**src/rtl/serial_subtractor_pkg.sv**
```systemverilog
// serial_subtractor_pkg: shared state encoding and sizing helpers for the bit-serial subtractor
package serial_subtractor_pkg;
  typedef enum logic [1:0] {
    IDLE = 2'd0,
    BUSY = 2'd1,
    DONE = 2'd2
  } state_t;
  function automatic int cnt_w(input int w);
    return (w > 1) ? $clog2(w) : 1;
  endfunction
endpackage

```
**src/rtl/full_subtractor.sv**
```systemverilog
// full_subtractor: combinational one-bit difference/borrow cell
module full_subtractor (
  input  logic a,
  input  logic b,
  input  logic bin,
  output logic d,
  output logic bout
);
  assign d    = a ^ b ^ bin;
  assign bout = (~a & b) | (~(a ^ b) & bin);
endmodule

```
**src/rtl/serial_subtractor.sv**
```systemverilog
// serial_subtractor: LSB-first bit-serial a - b - bin using one full_subtractor cell and a borrow flop
module serial_subtractor
  import serial_subtractor_pkg::*;
#(
  parameter int WIDTH = 4
) (
  input  logic             clk,
  input  logic             rst_n,
  input  logic             start,
  input  logic [WIDTH-1:0] a,
  input  logic [WIDTH-1:0] b,
  input  logic             bin,
  output logic             busy,
  output logic             done,
  output logic [WIDTH-1:0] diff,
  output logic             bout,
  output logic             zero
);
  localparam int CW = cnt_w(WIDTH);
  state_t           state_q, state_d;
  logic [WIDTH-1:0] a_q, a_d, b_q, b_d, r_q, r_d, diff_q, diff_d, res;
  logic [CW-1:0]    cnt_q, cnt_d;
  logic             br_q, br_d, bout_q, bout_d, zero_q, zero_d;
  logic             d, br_next, last, go;
  full_subtractor u_fs (
    .a   (a_q[0]),
    .b   (b_q[0]),
    .bin (br_q),
    .d   (d),
    .bout(br_next)
  );
  assign res  = {d, r_q[WIDTH-1:1]};
  assign last = cnt_q == CW'(WIDTH - 1);
  assign go   = start && state_q != BUSY;
  always_comb begin
    state_d = state_q;
    a_d     = a_q;
    b_d     = b_q;
    r_d     = r_q;
    br_d    = br_q;
    cnt_d   = cnt_q;
    diff_d  = diff_q;
    bout_d  = bout_q;
    zero_d  = zero_q;
    if (go) begin
      state_d = BUSY;
      a_d     = a;
      b_d     = b;
      br_d    = bin;
      cnt_d   = '0;
    end else if (state_q == BUSY) begin
      a_d   = a_q >> 1;
      b_d   = b_q >> 1;
      r_d   = res;
      br_d  = br_next;
      cnt_d = cnt_q + 1'b1;
      if (last) begin
        state_d = DONE;
        diff_d  = res;
        bout_d  = br_next;
        zero_d  = res == '0;
      end
    end else if (state_q == DONE) begin
      state_d = IDLE;
    end
  end
  always_ff @(posedge clk or negedge rst_n) begin
    if (!rst_n) begin
      state_q <= IDLE;
      a_q     <= '0;
      b_q     <= '0;
      r_q     <= '0;
      br_q    <= 1'b0;
      cnt_q   <= '0;
      diff_q  <= '0;
      bout_q  <= 1'b0;
      zero_q  <= 1'b1;
    end else begin
      state_q <= state_d;
      a_q     <= a_d;
      b_q     <= b_d;
      r_q     <= r_d;
      br_q    <= br_d;
      cnt_q   <= cnt_d;
      diff_q  <= diff_d;
      bout_q  <= bout_d;
      zero_q  <= zero_d;
    end
  end
  assign busy = state_q == BUSY;
  assign done = state_q == DONE;
  assign diff = diff_q;
  assign bout = bout_q;
  assign zero = zero_q;
endmodule

```
**config.mk**
```make
export PLATFORM = sky130hd
export DESIGN_NAME = serial_subtractor
export DESIGN_NICKNAME = d
export VERILOG_FILES = /design/src/rtl/serial_subtractor_pkg.sv /design/src/rtl/full_subtractor.sv /design/src/rtl/serial_subtractor.sv
export SDC_FILE = /design/constraint.sdc
export NUM_CORES = 1
export LEC_CHECK = 0
export BUFFER_PORTS_ARGS = -buffer_cell sky130_fd_sc_hd__buf_4
export CORE_MARGIN = 2
export CORE_UTILIZATION = 25
export DETAILED_ROUTE_END_ITERATION = 6
export MAX_ROUTING_LAYER = met4
export PLACE_DENSITY = 0.55
export REMOVE_ABC_BUFFERS = 1
export SLEW_MARGIN = 20
export SYNTH_ARGS = -nofsm -noshare
export SYNTH_HDL_FRONTEND = slang
export SYNTH_HIERARCHICAL = 1
export SYNTH_SLANG_ARGS = --single-unit
```
**constraint.sdc**
```tcl
create_clock -name clk -period 2.41 [get_ports clk]
set_clock_uncertainty 0.1 [all_clocks]
set_input_delay 0.3615 -clock clk [delete_from_list [all_inputs] [get_ports clk]]
set_output_delay 0.3615 -clock clk [all_outputs]
set_load 0.02 [all_outputs]
```
==> results of run 1 <==
==> cells in the mapped netlist <==
cell type and count:
buf_4 1, inv_1 7, nand2_1 8, ha_1 3
dfrtp_1 21, nand2_2 1, a32o_1 1, nor2_1 3
mux2i_1 9, o21ai_1 1, mux2_2 9, a22o_1 1
or4_1 1, dfstp_2 1, a21oi_1 1, buf_2 3
fa_1 1, o22ai_1 1, o21ai_0 8
==> cell usage in the layout, fill, tap and decap left out, drive strengths merged <==
cell,Yosys,final
clkbuf,0,4
a22o,1,1
nor2,3,3
inv,7,7
mux2i,9,9
a21oi,1,1
a32o,1,1
dfstp,1,1
dfrtp,21,21
or4,1,1
fa,1,1
buf,4,20
nand2,9,9
mux2,9,9
o22ai,1,1
dlygate4sd3,0,1
o21ai,9,9
ha,3,3
==> layer usage <==
layer / vias to the layer above / global-route usage [%]
met5: - / -
li1: 318 / -
met2: 17 / 15.6
met1: 316 / 10.9
met4: 0 / 3.83
met3: 4 / 2.70
==> cell families (layout without fill, tap and decap cells) <==
logic type	after synthesis	in the layout
simple gates	13	13
mux	18	18
buf+inv	11	32
compound gates	13	13
flops	22	22
fa+ha+maj	4	4
==> stage by stage <==
step                      utilization [%]  hold slack [ns]  instance area, sq um
final                                33.2            0.247                  1230
after CTS                            33.2            0.245                  1230
after detailed placement             31.4            0.169                  1170
after global routing                 33.2            0.276                  1230
after global placement               31.4            0.165                  1170
after floorplan                         -          -0.0341                   957
==> worst min-delay path: stages <==
cell and delay, ns:
buf_4 0.08, mux2i_1 0.05, nor2_1 0.08
==> registers in the layout (all words and copies together) (netlist names) <==
name / flops
zero: 1
diff: 4
cnt_q: 2
br_q: 1
bout: 1
a_q: 4
r_q: 3
b_q: 4
state_q: 2
==> worst max-delay path by stage <==
stage                    start      end  slack [ns]  depth (start not counted)
global placement        a_q[0]     zero        0.72                          3
floorplan           state_q[1]     bout        0.56                          4
detailed placement  state_q[1]  diff[1]        0.68                          4
finish              state_q[1]     busy        0.47                          3
CTS                 state_q[1]     busy        0.45                          3
global route        state_q[1]     busy        0.32                          3
==> power breakdown <==
| group | internal, uW | switching [uW] |
|---|---|---|
| Clock | 146 | 117 |
| Combinational | 312 | 324 |
| Sequential | 546 | 93.5 |
==> layout make-up <==
type                    instances  area [sq um]
multi-input cells              48           379
inverters                       7          26.3
fillers                       398          2480
repair buffers                 21           160
clock buffers                   4          55.1
flip-flops and latches         22           552
well taps                      48          60.1
==> results.md, run 1 <==
* Mux share of post-synthesis cell area at 19.5%
* Antenna violations before repair at 0
* N_diodes at 0
* Met3 routed WL at 83 um
* DR WL met2 at 805 um
* Total I/O pin count at 20
* First DRT Iteration DRCs at 27
* Maximum net fanout on the critical path at 16
* Cell Count, Final, Fillers Out at 150
* Post-synth top area share at 53.6%
* # DRC at 0
* Core area at 0.00372 sq mm
* Top Metal Used: met4
* Cell family with most CP delay: adder cells
* Final worst slack at 0.467 ns
* First-pass GRT wire length at 3080 um
* Hold Startpoint: b[3]
* Top cells by area, synth: dfrtp_1 54%, mux2_2 10%, mux2i_1 9.2%, o21ai_0 4.1%, ha_1 3.8%
* Routed Antenna Nets at 0
* Worst reg2reg path depth at 4
* Yosys top cell by area: dfrtp_1
* Synthesized flop and latch total at 22
* Num rows at 22
* Rel. slew slack at 62.5%
* Total grt overflow at 0
* R2R Path Start: state_q[1]
* Static Leak at 0.000581 uW
* Total CTS buffers at 3
* Crit path launch type: flop
* Root buffer cell: clkbuf_8
* Synth cell types at 19
* Die ar. at 0.00444 sq mm
* Synthesized netlist cell count at 81
* Largest buffer count on any clock path at 2
* Die width at 66.6 um
* Final period util at 80.6%
* Wire per inst at 11.5 um
* Total setup buffers inserted after CTS at 0
* Slew @ Worst Pin at 0.562 ns
* Initial core utilization at 26.4%
* Nets at 119
* CP max stage cell: ha_1
* CTS Hold Buffers Added at 1
* Die height at 66.6 um
* Clk sinks at 22
* Fin crit period at 1.94 ns
* IO buf count at 19
* Placed cell count at 145
* CP Data Arrival Time at 1.48 ns
* Worst slack at placement at 0.676 ns
* Mapped Area at 980 sq um
* Setup CP Type: flop to output pin
* Overall power at 1540 uW
* H-tree depth at 1
* All-layer global routing usage at 9.48%
* Max Clock Freq at 0.515 GHz
* Hold Crit Class: primary input to flop
* CTS tree: built
* RSZ-0062 raised after global routing: no
* First-pass DRT Iterations at 4
* Compound-Gate Fraction of Synth Area at 7.66%
* DP Wirelength at 1270 um
* M1 wire length at 812 um
* Share of layout cells above drive strength 1 at 34.3%
* Worst Path Required at 1.95 ns
* Post-synthesis simple-gate area fraction at 5.62%
* Worst vdd ir at 0.232 mV
* Resize count post-CTS at 0
* Pwr dens at 1250 mW/mm^2
* Worst R2R Setup Slack at 0.68 ns
* Largest family of logic cells by synthesized area: multiplexers
* Buffers and inverters on the worst path at 2
* Critical path, cell by cell: inv_1, ha_1, buf_4
* Register area share after synthesis at 56.3%
* Largest net degree at the start of global routing at 23
* Final hold viol count at 0
* Worst Hold Endpoint: b_q[3]
* Hold path cells at 3
* Setup violations, final at 0
* Adder-cell share of the synthesized area at 5.87%
* Placer congestion estimate at 0.688
* Setup Total Neg Slack at 0 ns
* Mapped Avg Cell Area at 12.1 sq um
* Vias in the first global route at 681
* Final wirelength at 1730 um
* Area delta synth->final at 25.8%
* Routed vias at 655
* Max incr delay on CP at 0.51 ns
* Yosys warnings at 6
* Max-cap violations at 0
* Vias per inst at 4.37
* XOR/XNOR share of the synthesized area at 0%
* Crit end category: output pin
* Status: finished clean
* Reg2reg end: diff[1]
* Clk Latency, worst-skew pair at 0.26 ns
* Slew Limit Fails at 0
* Clock transition at path regs at 0.07 ns
No activity file was read; power rests on OpenSTA's default activity.
==> run 2: changes to the inputs <==
==> constraint.sdc (replaced) <==
create_clock -name clk -period 1.9 [get_ports clk]
set_clock_uncertainty 0.1 [all_clocks]
set_input_delay 0.285 -clock clk [delete_from_list [all_inputs] [get_ports clk]]
set_output_delay 0.285 -clock clk [all_outputs]
set_load 0.02 [all_outputs]
==> run 2 against run 1 <==
Net effect:
- highest routed layer unchanged
- combinational power is 28% higher
- sequential share of layout area is 0.27 points lower
- total power is 27% higher
- via count is 0.31% higher
- cell count is 0.67% higher
- sequential cell count stayed put
- largest cell class unchanged
- clock power is 25% higher
- hold slack worse by 0.077 ns
- largest power group is now combinational logic
- register-to-register slack worse by 0.44 ns
- setup slack worse by 0.22 ns
- critical path depth stayed put
- die area stayed put
==> results.md, run 2 (synthesized netlist as in run 1, its figures left out) <==
* Status: finished clean (unchanged)
* Final wirelength at 1740 um (was 1730 um)
* Overall power at 1960 uW (was 1540 uW)
* First-pass DRT Iterations at 4 (unchanged)
* Vias per inst at 4.35 (was 4.37)
* Combinational Power Share at 41.6% (was 41.3%)
* Clk sinks at 22 (unchanged)
* Setup violations, final at 0 (unchanged)
* Num rows at 22 (unchanged)
* Internal power at 1280 uW (was 1000 uW)
* Die width at 66.6 um (unchanged)
* IO buf count at 19 (unchanged)
* Flop pwr share at 41.5% (was 41.6%)
* Core area at 0.00372 sq mm (unchanged)
* Max-cap violations at 0 (unchanged)
* Worst Path Required at 2.00 ns (was 1.95 ns)
* Slew @ Worst Pin at 0.291 ns (was 0.562 ns)
* Die ar. at 0.00444 sq mm (unchanged)
* Sw Ratio at 34.4% (was 34.7%)
* Clk Latency, worst-skew pair at 0.26 ns (about the same)
* Hold Crit Class: primary input to flop (unchanged)
* Nets at 120 (was 119)
* Worst vdd ir at 0.439 mV (was 0.232 mV)
* Area delta synth->final at 26.6% (was 25.8%)
* # DRC at 0 (unchanged)
* First DRT Iteration DRCs at 19 (was 27)
* CP Data Arrival Time at 1.76 ns (was 1.48 ns)
* H-tree depth at 1 (unchanged)
* Static Leak at 0.000586 uW (was 0.000581 uW)
* Setup Total Neg Slack at 0 ns (unchanged)
* Total I/O pin count at 20 (unchanged)
* Setup CP Type: flop to flop (was flop to output pin)
* Wire per inst at 11.5 um (about the same)
* Slew Limit Fails at 0 (unchanged)
* DP Wirelength at 1280 um (was 1270 um)
* Most frequent cells in the layout: 21 x dfrtp_1, 21 x buf_4, 9 x mux2i_1, 9 x mux2_2 (was 21 x dfrtp_1, 20 x buf_4, 9 x mux2i_1, 9 x mux2_2)
* First-pass GRT wire length at 2970 um (was 3080 um)
* Fin crit period at 1.66 ns
* Share of layout cells above drive strength 1 at 35.0% (was 34.3%)
* Rel. slew slack at 80.6% (was 62.5%)
* Routed vias at 657 (was 655)
* Die height at 66.6 um (unchanged)
* Maximum net fanout on the critical path at 3 (was 16)
* CTS tree: built (unchanged)
* All-layer global routing usage at 9.31% (was 9.48%)
* N_diodes at 0 (unchanged)
* Clock transition at path regs at 0.08 ns (was 0.07 ns)
* Total CTS buffers at 3 (unchanged)
* Clock power frac at 16.9% (was 17.1%)
* Max Clock Freq at 0.603 GHz
* Antenna violations before repair at 0 (unchanged)
* Crit path launch type: flop (unchanged)
* Final period util at 87.2%
* Placer congestion estimate at 0.664 (was 0.688)
* Resize count post-CTS at 0 (unchanged)
* Post-DP Area at 0.00117 sq mm (about the same)
* Root buffer cell: clkbuf_8 (unchanged)
* Vias in the first global route at 680 (was 681)
* Final instance area at 0.00124 sq mm (was 0.00123 sq mm)
* RSZ-0062 raised after global routing: no (unchanged)
* Crit end category: flop (was output pin)
* Pwr dens at 1580 mW/mm^2 (was 1250 mW/mm^2)
* Total grt overflow at 0 (unchanged)
* Routed Antenna Nets at 0 (unchanged)
* NetSw at 673 uW (was 534 uW)
* Initial core utilization at 26.4% (unchanged)
* Largest buffer count on any clock path at 2 (unchanged)
* Largest net degree at the start of global routing at 23 (unchanged)
* Final hold viol count at 0 (unchanged)
[run 2: cell count changes in the layout (fill, tap and decap cells not counted), sizes merged]
cell  delta
buf      +1
[run 2: stage by stage]
stage          hold WS [ns]  utilization [%]  instances  setup WS, ns
6_report              0.170             33.4        151         0.243
2_1_floorplan        -0.111                -         77        0.0500
3_3_place_gp         0.0907             31.6        146         0.254
5_1_grt               0.166             33.4        151         0.136
4_1_cts               0.166             33.4        151         0.227
3_5_place_dp         0.0953             31.6        146         0.239
[run 2: timing repair]
item                                    CTS  global route
buffers inserted                          0             0
hold buffers                              1             0
endpoints found under the setup margin    0             0
hold endpoints to repair                 21             0
[run 2: worst max-delay path, stage by stage, from the launching register on]
cell	delay, ns
dfrtp_1	0.40
fa_1	0.51
or4_1	0.47
o21ai_1	0.13
[run 2: routing by layer]
| layer | GRT usage, % | vias to the layer above | part of all wire (%) |
|---|---|---|---|
| met2 | 15.6 | 17 | 51 |
| met5 | - | - | 0 |
| met4 | 3.06 | 0 | 0.81 |
| met3 | 3.72 | 2 | 6.3 |
| li1 | - | 317 | - |
| met1 | 10.1 | 321 | 42 |
[run 2: final cells by class]
| class | instances | area [sq um] |
|---|---|---|
| well taps | 48 | 60.1 |
| repair buffers | 22 | 168 |
| multi-input cells | 48 | 379 |
| clock buffers | 4 | 55.1 |
| flip-flops and latches | 22 | 552 |
| fillers | 381 | 2480 |
| inverters | 7 | 26.3 |
[run 2: worst paths after layout]
check,startpoint,to,slack (ns),cells past startpoint
max in group asynchronous,rst_n,zero,1.07,2
min,a[3],a_q[3],0.17,3
max,a_q[0],zero,0.24,3
min in group asynchronous,rst_n,r_q[1],0.35,2
max reg2reg,a_q[0],zero,0.24,3
min reg2reg,zero,zero,0.36,2
[run 2: power groups by stage]
stage | Combinational [uW] | Clock (uW) | Sequential [uW]
after floorplan | 477 | 0 | 877
after global placement | 805 | 0 | 817
after detailed placement | 834 | 0 | 827
after CTS | 837 | 348 | 817
after global routing | 925 | 367 | 839
final | 815 | 330 | 813
